===== src/rtl/up3_pkg.sv =====
// Shared types and default widths for the RAM arbiter.
package up3_pkg;

   typedef enum logic [1:0] {
      ARB_IDLE,
      ARB_ACCESS,
      ARB_WAIT
   } arb_state_t;

   localparam int ARB_AW = 8;
   localparam int ARB_DW = 8;

endpackage


===== src/rtl/ram_arbiter_rr_pick.sv =====
// Combinational round-robin picker: the first active request at or after ptr_i wins.
module rr_pick #(
   parameter int NREQ = 2,
   parameter int PW   = 1
) (
   input  logic [NREQ-1:0] req_i,
   input  logic [PW-1:0]   ptr_i,
   output logic [NREQ-1:0] onehot_o,
   output logic [PW-1:0]   idx_o,
   output logic            any_o
);

   logic [PW-1:0] cand;

   // NOTE: combinational logic uses blocking assignments with a default for every output first, so no latch is inferred.
   always_comb begin
      idx_o = '0;
      any_o = 1'b0;
      cand  = '0;
      // Scan from lowest priority to highest so the last hit is the winner.
      for (int k = NREQ - 1; k >= 0; k--) begin
         cand = PW'((int'(ptr_i) + k) % NREQ);
         if (req_i[cand]) begin
            idx_o = cand;
            any_o = 1'b1;
         end
      end
      onehot_o = any_o ? (NREQ'(1) << idx_o) : '0;
   end

endmodule


===== src/rtl/ram_arbiter.sv =====
// Round-robin arbiter sharing one single-port synchronous RAM between NREQ requesters.
// One transaction in flight; grant and read-valid are one-cycle pulses.
module ram_arbiter
   import up3_pkg::*;
#(
   parameter int NREQ   = 2,
   parameter int AW     = ARB_AW,
   parameter int DW     = ARB_DW,
   parameter int RD_LAT = 1
) (
   input  logic               clk,
   input  logic               reset,
   input  logic [NREQ-1:0]    req,
   input  logic [NREQ-1:0]    we,
   input  logic [NREQ*AW-1:0] addr,
   input  logic [NREQ*DW-1:0] wdata,
   output logic [NREQ-1:0]    gnt,
   output logic [NREQ-1:0]    rvalid,
   output logic [DW-1:0]      rdata,
   output logic [AW-1:0]      ram_address,
   output logic [DW-1:0]      ram_data,
   output logic               ram_wren,
   input  logic [DW-1:0]      ram_q
);

   localparam int PW = (NREQ > 1) ? $clog2(NREQ) : 1;

   arb_state_t      state_q, state_d;
   logic [PW-1:0]   ptr_q;
   logic [NREQ-1:0] win_oh_q;
   logic            we_q;
   logic [1:0]      wait_cnt_q;
   logic [AW-1:0]   ram_address_q;
   logic [DW-1:0]   ram_data_q;
   logic [DW-1:0]   rdata_q;
   logic [NREQ-1:0] rvalid_q;

   logic [NREQ-1:0] pick_oh;
   logic [PW-1:0]   pick_idx;
   logic            pick_any;
   logic            arb_take;
   logic            rd_done;

   rr_pick #(
      .NREQ (NREQ),
      .PW   (PW)
   ) u_rr_pick (
      .req_i    (req),
      .ptr_i    (ptr_q),
      .onehot_o (pick_oh),
      .idx_o    (pick_idx),
      .any_o    (pick_any)
   );

   assign arb_take = (state_q == ARB_IDLE) && pick_any;
   assign rd_done  = (state_q == ARB_WAIT) && (wait_cnt_q == '0);

   // NOTE: sequential state uses non-blocking assignments so every register sees pre-edge values.
   always_ff @(posedge clk) begin
      if (!reset) state_q <= ARB_IDLE;
      else        state_q <= state_d;
   end

   always_comb begin
      state_d = state_q;
      case (state_q)
         ARB_IDLE:   if (pick_any) state_d = ARB_ACCESS;
         ARB_ACCESS: state_d = we_q ? ARB_IDLE : ARB_WAIT;
         ARB_WAIT:   if (wait_cnt_q == '0) state_d = ARB_IDLE;
         default:    state_d = ARB_IDLE;
      endcase
   end

   // The latched address/data double as the RAM-facing registers, so they hold between accesses.
   always_ff @(posedge clk) begin
      if (!reset) begin
         ptr_q         <= '0;
         win_oh_q      <= '0;
         we_q          <= 1'b0;
         wait_cnt_q    <= '0;
         ram_address_q <= '0;
         ram_data_q    <= '0;
         rdata_q       <= '0;
         rvalid_q      <= '0;
      end else begin
         if (arb_take) begin
            ptr_q         <= (pick_idx == PW'(NREQ - 1)) ? '0 : pick_idx + 1'b1;
            win_oh_q      <= pick_oh;
            we_q          <= we[pick_idx];
            ram_address_q <= addr[int'(pick_idx) * AW +: AW];
            ram_data_q    <= wdata[int'(pick_idx) * DW +: DW];
         end
         if (state_q == ARB_ACCESS)
            wait_cnt_q <= 2'(RD_LAT - 1);
         else if ((state_q == ARB_WAIT) && !rd_done)
            wait_cnt_q <= wait_cnt_q - 1'b1;
         if (rd_done) rdata_q <= ram_q;
         rvalid_q <= rd_done ? win_oh_q : '0;
      end
   end

   always_comb begin
      gnt         = '0;
      ram_wren    = 1'b0;
      rvalid      = rvalid_q;
      rdata       = rdata_q;
      ram_address = ram_address_q;
      ram_data    = ram_data_q;
      if (state_q == ARB_ACCESS) begin
         gnt      = win_oh_q;
         ram_wren = we_q;
      end
   end

endmodule

===== config.mk =====
export PLATFORM = sky130hd
export DESIGN_NAME = ram_arbiter
export DESIGN_NICKNAME = d
export VERILOG_FILES = /design/src/rtl/up3_pkg.sv /design/src/rtl/ram_arbiter_rr_pick.sv /design/src/rtl/ram_arbiter.sv
export SDC_FILE = /design/constraint.sdc
export NUM_CORES = 1
export LEC_CHECK = 0
export BUFFER_PORTS_ARGS = -buffer_cell sky130_fd_sc_hd__buf_2
export CAP_MARGIN = 20
export CORE_ASPECT_RATIO = 0.75
export CORE_UTILIZATION = 30
export DETAILED_ROUTE_END_ITERATION = 12
export PLACE_DENSITY = 0.56
export REMOVE_ABC_BUFFERS = 1
export SLEW_MARGIN = 10
export SYNTH_ARGS = -nofsm -noshare
export SYNTH_HDL_FRONTEND = slang
export SYNTH_HIERARCHICAL = 1
export SYNTH_SLANG_ARGS = --single-unit

===== constraint.sdc =====
create_clock -name clk -period 1.6 [get_ports clk]
set_clock_uncertainty 0.15 [all_clocks]
set_input_delay 0 -clock clk [delete_from_list [all_inputs] [get_ports clk]]
set_output_delay 0 -clock clk [all_outputs]
set_load 0.01 [all_outputs]

==> results of run 1 <==
worst reg2reg max path: stages (launching register included):
cell and delay [ps]:
dfxtp_2 350, inv_2 50, a21boi_4 280, buf_12 170
mux2i_2 250, nand2_1 90, o211a_1 120
layout make-up:
type                    count  share of cell area (%)
repair buffers            126                    36.3
inverters                   3                   0.435
multi-input cells         102                    30.8
flip-flops and latches     34                    26.4
clock buffers               6                    3.19
well taps                  60                    2.90
power by group through the flow:
| stage | Sequential (µW) | Combinational, µW | Clock (µW) |
|---|---|---|---|
| after floorplan | 1000 | 195 | 0 |
| after global placement | 977 | 419 | 0 |
| after detailed placement | 976 | 421 | 0 |
| after CTS | 957 | 500 | 651 |
| after global routing | 968 | 581 | 684 |
| final | 960 | 533 | 619 |
registers in the layout, indices dropped and copies added, names as in the netlist:
register,count
ram_data,8
ptr_q,1
we_q,1
wait_cnt_q,2
rvalid,2
win_oh_q,2
rdata,8
state_q,2
ram_address,8
logic make-up after synthesis:
| family | Yosys count |
|---|---|
| and+or+nand+nor | 48 |
| DFF | 34 |
| muxes | 27 |
| AOI/OAI and AO/OA | 26 |
| buffers and inverters | 16 |
| adders and majority gates | 1 |
path summary, 6_finish.rpt:
| check | endpoint | cells past startpoint | slack (ps) | start |
|---|---|---|---|---|
| max reg2reg | ram_data[3] | 6 | 50 | ptr_q |
| min | win_oh_q[0] | 4 | 20 | req[1] |
| min reg2reg | ram_data[7] | 1 | 340 | ram_data[7] |
| max | ram_data[3] | 6 | 50 | ptr_q |
cell usage after synthesis (2+ instances only):
cell and n:
nor2_1 2, buf_4 2, a21boi_0 4, buf_2 2, and2_1 4, o211a_1 18, clkbuf_1 4, dfxtp_1 34
mux2i_1 27, nand2_1 20, inv_1 3, buf_6 5, nor2b_1 11, nand3b_1 2, and3_1 2
stage by stage:
stage	area (µm²)	power, µW	util, %	instances
6_report	2590	2110	52.2	331
3_3_place_gp	2010	1400	40.6	280
2_1_floorplan	1470	1200	-	139
5_1_grt	2590	2230	52.2	331
3_5_place_dp	2010	1400	40.6	280
4_1_cts	2520	2110	50.8	328
routing by layer:
metal  up-vias  GRT usage [%]  part of all wire (%)
met2        58           25.1                    46
met3         4           5.73                   8.0
met5         -              0                     0
met1       677           16.0                    45
met4         0           5.00                  0.94
li1        767              -                     -
repair_timing:
action | CTS | global route
setup buffers | 0 | 1
endpoints found under the setup margin | 0 | 2
endpoints found under the hold margin | 25 | 0
hold buffers | 42 | 0
gates resized for setup | 0 | 4
==> reports/metrics.cfg, run 1 <==
[yosys]
yosys.area_share.xor_xnor_pct = 0
synthAdderAreaFrac_pct = 0.797
synth_compound_area_share_pct = 14.9
synth_cell_type_count = 27
synth.area.top_cells = dfxtp_1 (43%), mux2i_1 (17%), o211a_1 (11%)
synth-edff-count = 0
synthCells = 152
seq_area_frac_synth_pct = 43.3
synth_area_per_cell_um2 = 10.3
ys_warn_count = 6
synth.top_cell.area_share_pct = 43.3
synthSimpleGateAreaFrac_pct = 16.9
synth.ff_latch_count = 34
synth_ff_type = dfxtp_1
post_synth_mux_area_share_pct = 17.2
synth_top_family_by_area = multiplexers
ys_async_sr_fraction_pct = 0
netlist_area_um2 = 1570
synth_top_area_cell = dfxtp_1

[floorplanning]
coreArea_um2 = 4950
rows = 22
start_util_pct = 31.7
die_y_um = 64.7
ios = 75
die_w_um = 85.5
die-area_um2 = 5530

[clock_network]
ctsLongestPathBuffers = 2
path_clk_slew_ps = 70
numCtsBuffers = 5
cts_root_buf = clkbuf_8
insertion_delay_ps = 280
htreeDepth = 2
cts_tree = done
cts_sinks = 34

[setup_path]
startpoint_type = flop
path_class = reg2reg
required_ps = 1630
critical-path-slowest-cell = dfxtp_2
path_cells = inv_2 > a21boi_4 > buf_12 > mux2i_2 > nand2_1 > o211a_1
cp.arrival_ps = 1570
cp.buffers_inverters = 2
max_stage_delay_ps = 350
endpoint_kind = flop
crit_family = compound AO/OA/AOI/OAI gates
path_max_fanout = 5

[cells_and_area]
nFillCells = 425
multi_input_area_um2 = 797
final_common_cell = buf_2
synthToLayoutAreaGrowth_pct = 64.7
drive_gt1_share_pct = 35.1
nets = 319
regArea_um2 = 682
diodes = 0
layout_common_cells = buf_2 (74), dlygate4sd3_1 (42), dfxtp_1 (33)

[routing]
drt_wl_total_mm = 3.96
drtIter0Drc = 27
route.antenna.remaining_nets = 0
via_per_inst = 4.55
drc = 0
wire_per_inst_um = 12.0
vias = 1506
dr.pass1.iters = 4

[power]
power_frac_seq_pct = 45.4
swShare_pct = 26.1
powerDensity_nw_per_um2 = 817
leakage_uw = 0.00139
p_switching_uw = 551
vdd_ir_drop_max_uv = 432
clkPwrFrac_pct = 29.3
pwr-share-comb_pct = 25.2
intPower_uw = 1560

[sta]
fmax_mhz = 646
timing.final.ws_setup_ps = 52.9
relSlewSlack_pct = 61.0
final_hold_viol_count = 0
setup_viol = 0
slew_violations = 0
fin_crit_sh_pct = 96.7
worst_slew_pin_slew_ps = 585
finalSetupTns_ps = 0
fin_hold_ws_ps = 15.4
post-route-min-period_ps = 1550
rsz0062_at_grt = true

[place]
dpl.hpwl_mm = 2.22
finalWeightedCongestion = 0.684
port_buffers = 74
dp_slack_ps = 123

[grt]
grt_first_pass_wirelength_mm = 6.20
gr-total-overflow = 0
grtUsageTotal_pct = 14.4
antenna_found_initial = 0
grt_pass1_vias = 1420
grt_max_degree = 36

[job]
maxCapViolations = 0

[outcome]
outcome = complete, no violations

[hold_path]
hold_path.class = in2reg

No activity file was read; power rests on OpenSTA's default activity.
==> run 2: changes to the inputs <==
- CORE_UTILIZATION: 30 -> 41
- PLACE_DENSITY: 0.56 -> 0.73
==> run 2 against run 1 <==
Clock-buffer cell count did not move. Largest cell class unchanged. Critical endpoint is now ram_address[0]. Power down 1.5%. Hold slack gained 69 ps. Sequential share of layout area increased by 0.74 points.
==> reports/metrics.cfg, run 2 (synthesized netlist as in run 1, its figures left out) <==
[routing]
vias = 1506  ; unchanged
via_per_inst = 4.71  ; +3.4%
route.antenna.remaining_nets = 0  ; unchanged
dr.pass1.iters = 6  ; +2
drtIter0Drc = 46  ; +70%
drt_wl_total_mm = 4.14  ; +4.5%
wire_per_inst_um = 12.9  ; +8.1%
drc = 0  ; unchanged

[cells_and_area]
fin_util_pct = 68.6  ; +16 points
layout_common_cells = buf_2 (74), dlygate4sd3_1 (44), dfxtp_1 (34)
final_common_cell = buf_2
synthToLayoutAreaGrowth_pct = 59.9
nets = 316  ; -0.94%
drive_gt1_share_pct = 32.5  ; -2.6 points
nFillCells = 297  ; -30%
diodes = 0  ; unchanged

[setup_path]
path_max_fanout = 37  ; +32
cp.arrival_ps = 1520  ; -50 ps
endpoint_kind = flop
r2r-start = state_q[1]
critical-path-slowest-cell = dlygate4sd3_1
reg2reg_to = ram_address[0]
cp.buffers_inverters = 3  ; +1
max_stage_delay_ps = 520  ; +170 ps
crit_family = buffers and inverters
path_class = in2reg
path_cells = dlygate4sd3_1 > buf_2 > or2_1 > nor3b_4 > buf_12 > nand2_1 > o211a_1
path_depth = 7  ; +1
r2r_cells = 4  ; -2
required_ps = 1630  ; about the same
startpoint_type = input pin
reg2reg_slack_ps = 130  ; +80 ps

[clock_network]
numCtsBuffers = 5  ; unchanged
post_cts_buffers = 0  ; unchanged
ctsLongestPathBuffers = 2  ; unchanged
cts_root_buf = clkbuf_8
cts_tree = done
htreeDepth = 2  ; unchanged
insertion_delay_ps = 280  ; about the same
post_cts_resized = 0  ; unchanged
cts_sinks = 34  ; unchanged
path_clk_slew_ps = 60  ; about the same

[grt]
grt_pass1_vias = 1531  ; +7.8%
gr-total-overflow = 0  ; unchanged
grt_first_pass_wirelength_mm = 6.63  ; +6.9%
antenna_found_initial = 0  ; unchanged
grtUsageTotal_pct = 21.6  ; +7.2 points
grt_max_degree = 38  ; +5.6%

[sta]
rsz0062_at_grt = false
fin_hold_ws_ps = 84.3  ; +68.9 ps
post-route-min-period_ps = 1500  ; -50.7 ps
setup_viol = 0  ; unchanged
slew_violations = 0  ; unchanged
fin_crit_sh_pct = 93.5  ; -3.2 points
worst_slew_pin_slew_ps = 558  ; -27.8 ps
finalSetupTns_ps = 0  ; unchanged
fmax_mhz = 668  ; +3.4%
final_hold_viol_count = 0  ; unchanged
relSlewSlack_pct = 62.8  ; +1.9 points

[job]
maxCapViolations = 0  ; unchanged

[floorplanning]
die_w_um = 73.5  ; -14%
rows = 19  ; -14%
die-area_um2 = 4080  ; -26%
ios = 75  ; unchanged
start_util_pct = 42.9  ; +11 points
die_y_um = 55.6  ; -14%
coreArea_um2 = 3660  ; -26%

[power]
power_uw = 2080  ; -1.5%
powerDensity_nw_per_um2 = 828  ; +1.4%
leakage_uw = 0.00136  ; -2.5%
vdd_ir_drop_max_uv = 802  ; +86%

[outcome]
outcome = complete, no violations

[hold_path]
hold-path-endpoint = state_q[1]
hp-start = reset
hold_path.class = in2reg
hold_depth = 2  ; -2

[place]
dpl.hpwl_mm = 2.19  ; -1.5%
finalWeightedCongestion = 0.717  ; +4.9%
port_buffers = 74  ; unchanged

-- run 2: metal layers --
| layer | global-route usage (%) | up-vias | wire, µm |
|---|---|---|---|
| li1 | - | 760 | - |
| met1 | 26.1 | 684 | 1800 |
| met2 | 35.3 | 60 | 2000 |
| met3 | 9.06 | 2 | 317 |
| met4 | 5.77 | 0 | 23 |
| met5 | 0 | - | 0 |
-- run 2: area by class of cell --
cell class | count | area (µm²) | area share [%]
clock buffers | 6 | 82.6 | 3.29
flip-flops and latches | 34 | 681 | 27.1
repair buffers | 123 | 886 | 35.3
well taps | 52 | 65.1 | 2.59
inverters | 3 | 11.3 | 0.448
multi-input cells | 102 | 786 | 31.3
-- run 2: worst max path at each step --
stage | slack (ps) | endpoint | start
floorplan | -1420 | ram_address[0] | ptr_q
global placement | 170 | rdata[5] | wait_cnt_q[0]
detailed placement | 150 | rdata[5] | wait_cnt_q[0]
CTS | 120 | ram_wren | state_q[0]
global route | 20 | ram_address[3] | ptr_q
finish | 100 | ram_address[0] | req[0]
-- run 2: report_power, final --
part	internal, µW	leakage [µW]	switching [µW]
Clock	331	0.0000431	288
Combinational	286	0.00103	217
Sequential	918	0.000280	41.0
-- run 2: stage by stage --
step | cells | area, µm² | setup WS, ps
3_5_place_dp | 270 | 1990 | 151
5_1_grt | 320 | 2510 | 21.3
3_3_place_gp | 270 | 1990 | 166
6_report | 320 | 2510 | 104
4_1_cts | 320 | 2510 | 117
2_1_floorplan | 139 | 1470 | -1420
-- run 2: timing repair --
item,CTS,global route
hold endpoints to repair,27,0
hold buffers,44,0
setup endpoints to repair,0,0
==> run 3: changes to the inputs <==
- REMOVE_ABC_BUFFERS: 1 -> default
- SLEW_MARGIN: 10 -> 20
==> run 3 against run 2 <==
Wire length rose by 2.1%. Worst setup slack worse by 23 ps. Highest routed layer unchanged. Design area down 0.50%. Die area stayed put. Global-route usage is 0.41 points higher. Critical path depth stayed put. Combinational power down 2%. Register-to-register slack got worse by 50 ps. First-iteration DRC count up 65%. Clock power up 1%. Non-clock buffer count did not move.
==> reports/metrics.cfg, run 3 (synthesized netlist as in run 1, its figures left out) <==
[outcome]
outcome = complete, no violations

[floorplanning]
start_util_pct = 42.9  ; unchanged
coreArea_um2 = 3660  ; unchanged
ios = 75  ; unchanged
die_y_um = 55.6  ; unchanged
die_w_um = 73.5  ; unchanged
die-area_um2 = 4080  ; unchanged
rows = 19  ; unchanged

[clock_network]
insertion_delay_ps = 280  ; about the same
cts_root_buf = clkbuf_8
numCtsBuffers = 5  ; unchanged
htreeDepth = 2  ; unchanged
path_clk_slew_ps = 60  ; about the same
cts_sinks = 34  ; unchanged
post_cts_buffers = 0  ; unchanged
post_cts_resized = 0  ; unchanged
holdBufCountCts = 44  ; unchanged
ctsLongestPathBuffers = 2  ; unchanged
cts_tree = done

[sta]
fmax_mhz = 658  ; -1.5%
rsz0062_at_grt = false
post-route-min-period_ps = 1520  ; +22.6 ps
timing.final.ws_setup_ps = 81.0  ; -22.6 ps
fin_crit_sh_pct = 94.9  ; +1.4 points
worst_slew_pin_slew_ps = 557  ; -0.246 ps
finalSetupTns_ps = 0  ; unchanged
final_hold_viol_count = 0  ; unchanged
setup_viol = 0  ; unchanged
relSlewSlack_pct = 62.8  ; about the same
slew_violations = 0  ; unchanged

[power]
intPower_uw = 1530  ; -0.32%
powerDensity_nw_per_um2 = 833  ; +0.59%
pwr-share-comb_pct = 23.8  ; -0.4 points
power_frac_seq_pct = 46.1  ; about the same
leakage_uw = 0.00135  ; -0.29%
swShare_pct = 26.5  ; +0.30 points
vdd_ir_drop_max_uv = 498  ; -38%
p_switching_uw = 552  ; +1.2%
clkPwrFrac_pct = 30.2  ; +0.4 points

[setup_path]
required_ps = 1620  ; about the same
max_stage_delay_ps = 540  ; +20 ps
path_class = in2reg
cp.buffers_inverters = 3  ; unchanged
cp.arrival_ps = 1540  ; +20 ps
crit_family = buffers and inverters
path_max_fanout = 10  ; -73%
endpoint_kind = flop
path_depth = 7  ; unchanged
r2r_cells = 6  ; +2
critical-path-slowest-cell = dlygate4sd3_1
startpoint_type = input pin
path_cells = dlygate4sd3_1 > buf_2 > a21boi_2 > buf_4 > mux2i_1 > nand2_1 > o211a_1
reg2reg_slack_ps = 80  ; -50 ps

[routing]
wl_met2_mm = 2.16  ; +8.4%
drtIter0Drc = 76  ; +65%
dr.pass1.iters = 4  ; -2
route.antenna.remaining_nets = 0  ; unchanged
wl_met1_mm = 1.82  ; +1.2%
wire_per_inst_um = 13.2  ; +2.1%
top_layer = met4
drc = 0  ; unchanged
via_per_inst = 4.74  ; +0.73%
dr_wl_met3_um = 165  ; -48%
drt_wl_total_mm = 4.22  ; +2.1%
vias = 1517  ; +0.73%

[place]
dpl.hpwl_mm = 2.32  ; +5.8%
dp_slack_ps = 103  ; -47.8 ps
port_buffers = 74  ; unchanged
finalWeightedCongestion = 0.730  ; +1.7%

[grt]
grt_first_pass_wirelength_mm = 6.76  ; +1.9%
grtUsageTotal_pct = 22.0  ; +0.41 points
grt_max_degree = 40  ; +5.3%
antenna_found_initial = 0  ; unchanged
grt_pass1_vias = 1505  ; -1.7%
gr-total-overflow = 0  ; unchanged

[cells_and_area]
diodes = 0  ; unchanged
nets = 316  ; unchanged
final_common_cell = buf_2
synthToLayoutAreaGrowth_pct = 59.1
layout_common_cells = buf_2 (74), dlygate4sd3_1 (44), dfxtp_1 (34)
drive_gt1_share_pct = 32.5  ; unchanged

[job]
maxCapViolations = 0  ; unchanged

[hold_path]
hold_path.class = in2reg
hold_depth = 2  ; unchanged

[yosys]
syn_nets = 199

## run 3: cell counts in the layout (fill, tap and decap cells not counted)
Identical to the previous run, type by type.
## run 3: per-stage QoR
stage	power (µW)	hold WS [ps]	std cells	instance area (µm²)	utilization, %
2_1_floorplan	1240	16.2	152	1570	-
3_3_place_gp	1380	104	270	1980	54.0
3_5_place_dp	1380	116	270	1980	54.0
4_1_cts	2080	93.9	320	2500	68.3
5_1_grt	2180	107	320	2500	68.3
6_report	2080	85.1	320	2500	68.3
## run 3: path summary, 6_finish.rpt
kind / to / from
worst max-delay path: ram_data[7] / req[0]
worst min-delay path: state_q[1] / reset
worst max register to register: ram_data[7] / ptr_q
worst min register to register: ram_data[5] / ram_data[5]
## run 3: metal layers
metal,global-route usage (%),up-vias
met1,24.0,704
met5,0,-
met2,39.6,47
met3,6.34,8
met4,8.79,0
li1,-,758
## run 3: worst reg2reg max path, stage by stage (launching register included)
cell	delay [ps]
dfxtp_1	350
inv_1	70
a21boi_2	140
buf_4	230
mux2i_1	270
nand2_1	80
o211a_1	120
## run 3: layout make-up
class                   instances  area (µm²)
inverters                       3        11.3
repair buffers                123         873
well taps                      52        65.1
fillers                       312        1160
multi-input cells             102         786
clock buffers                   6        82.6
flip-flops and latches         34         681
## run 3: power groups by stage
stage          sequential [µW]  combinational [µW]  clock [µW]
5_1_grt                    967                 536         677
4_1_cts                    959                 488         636
2_1_floorplan              997                 244           0
3_5_place_dp               976                 405           0
3_3_place_gp               975                 401           0
6_report                   959                 495         628
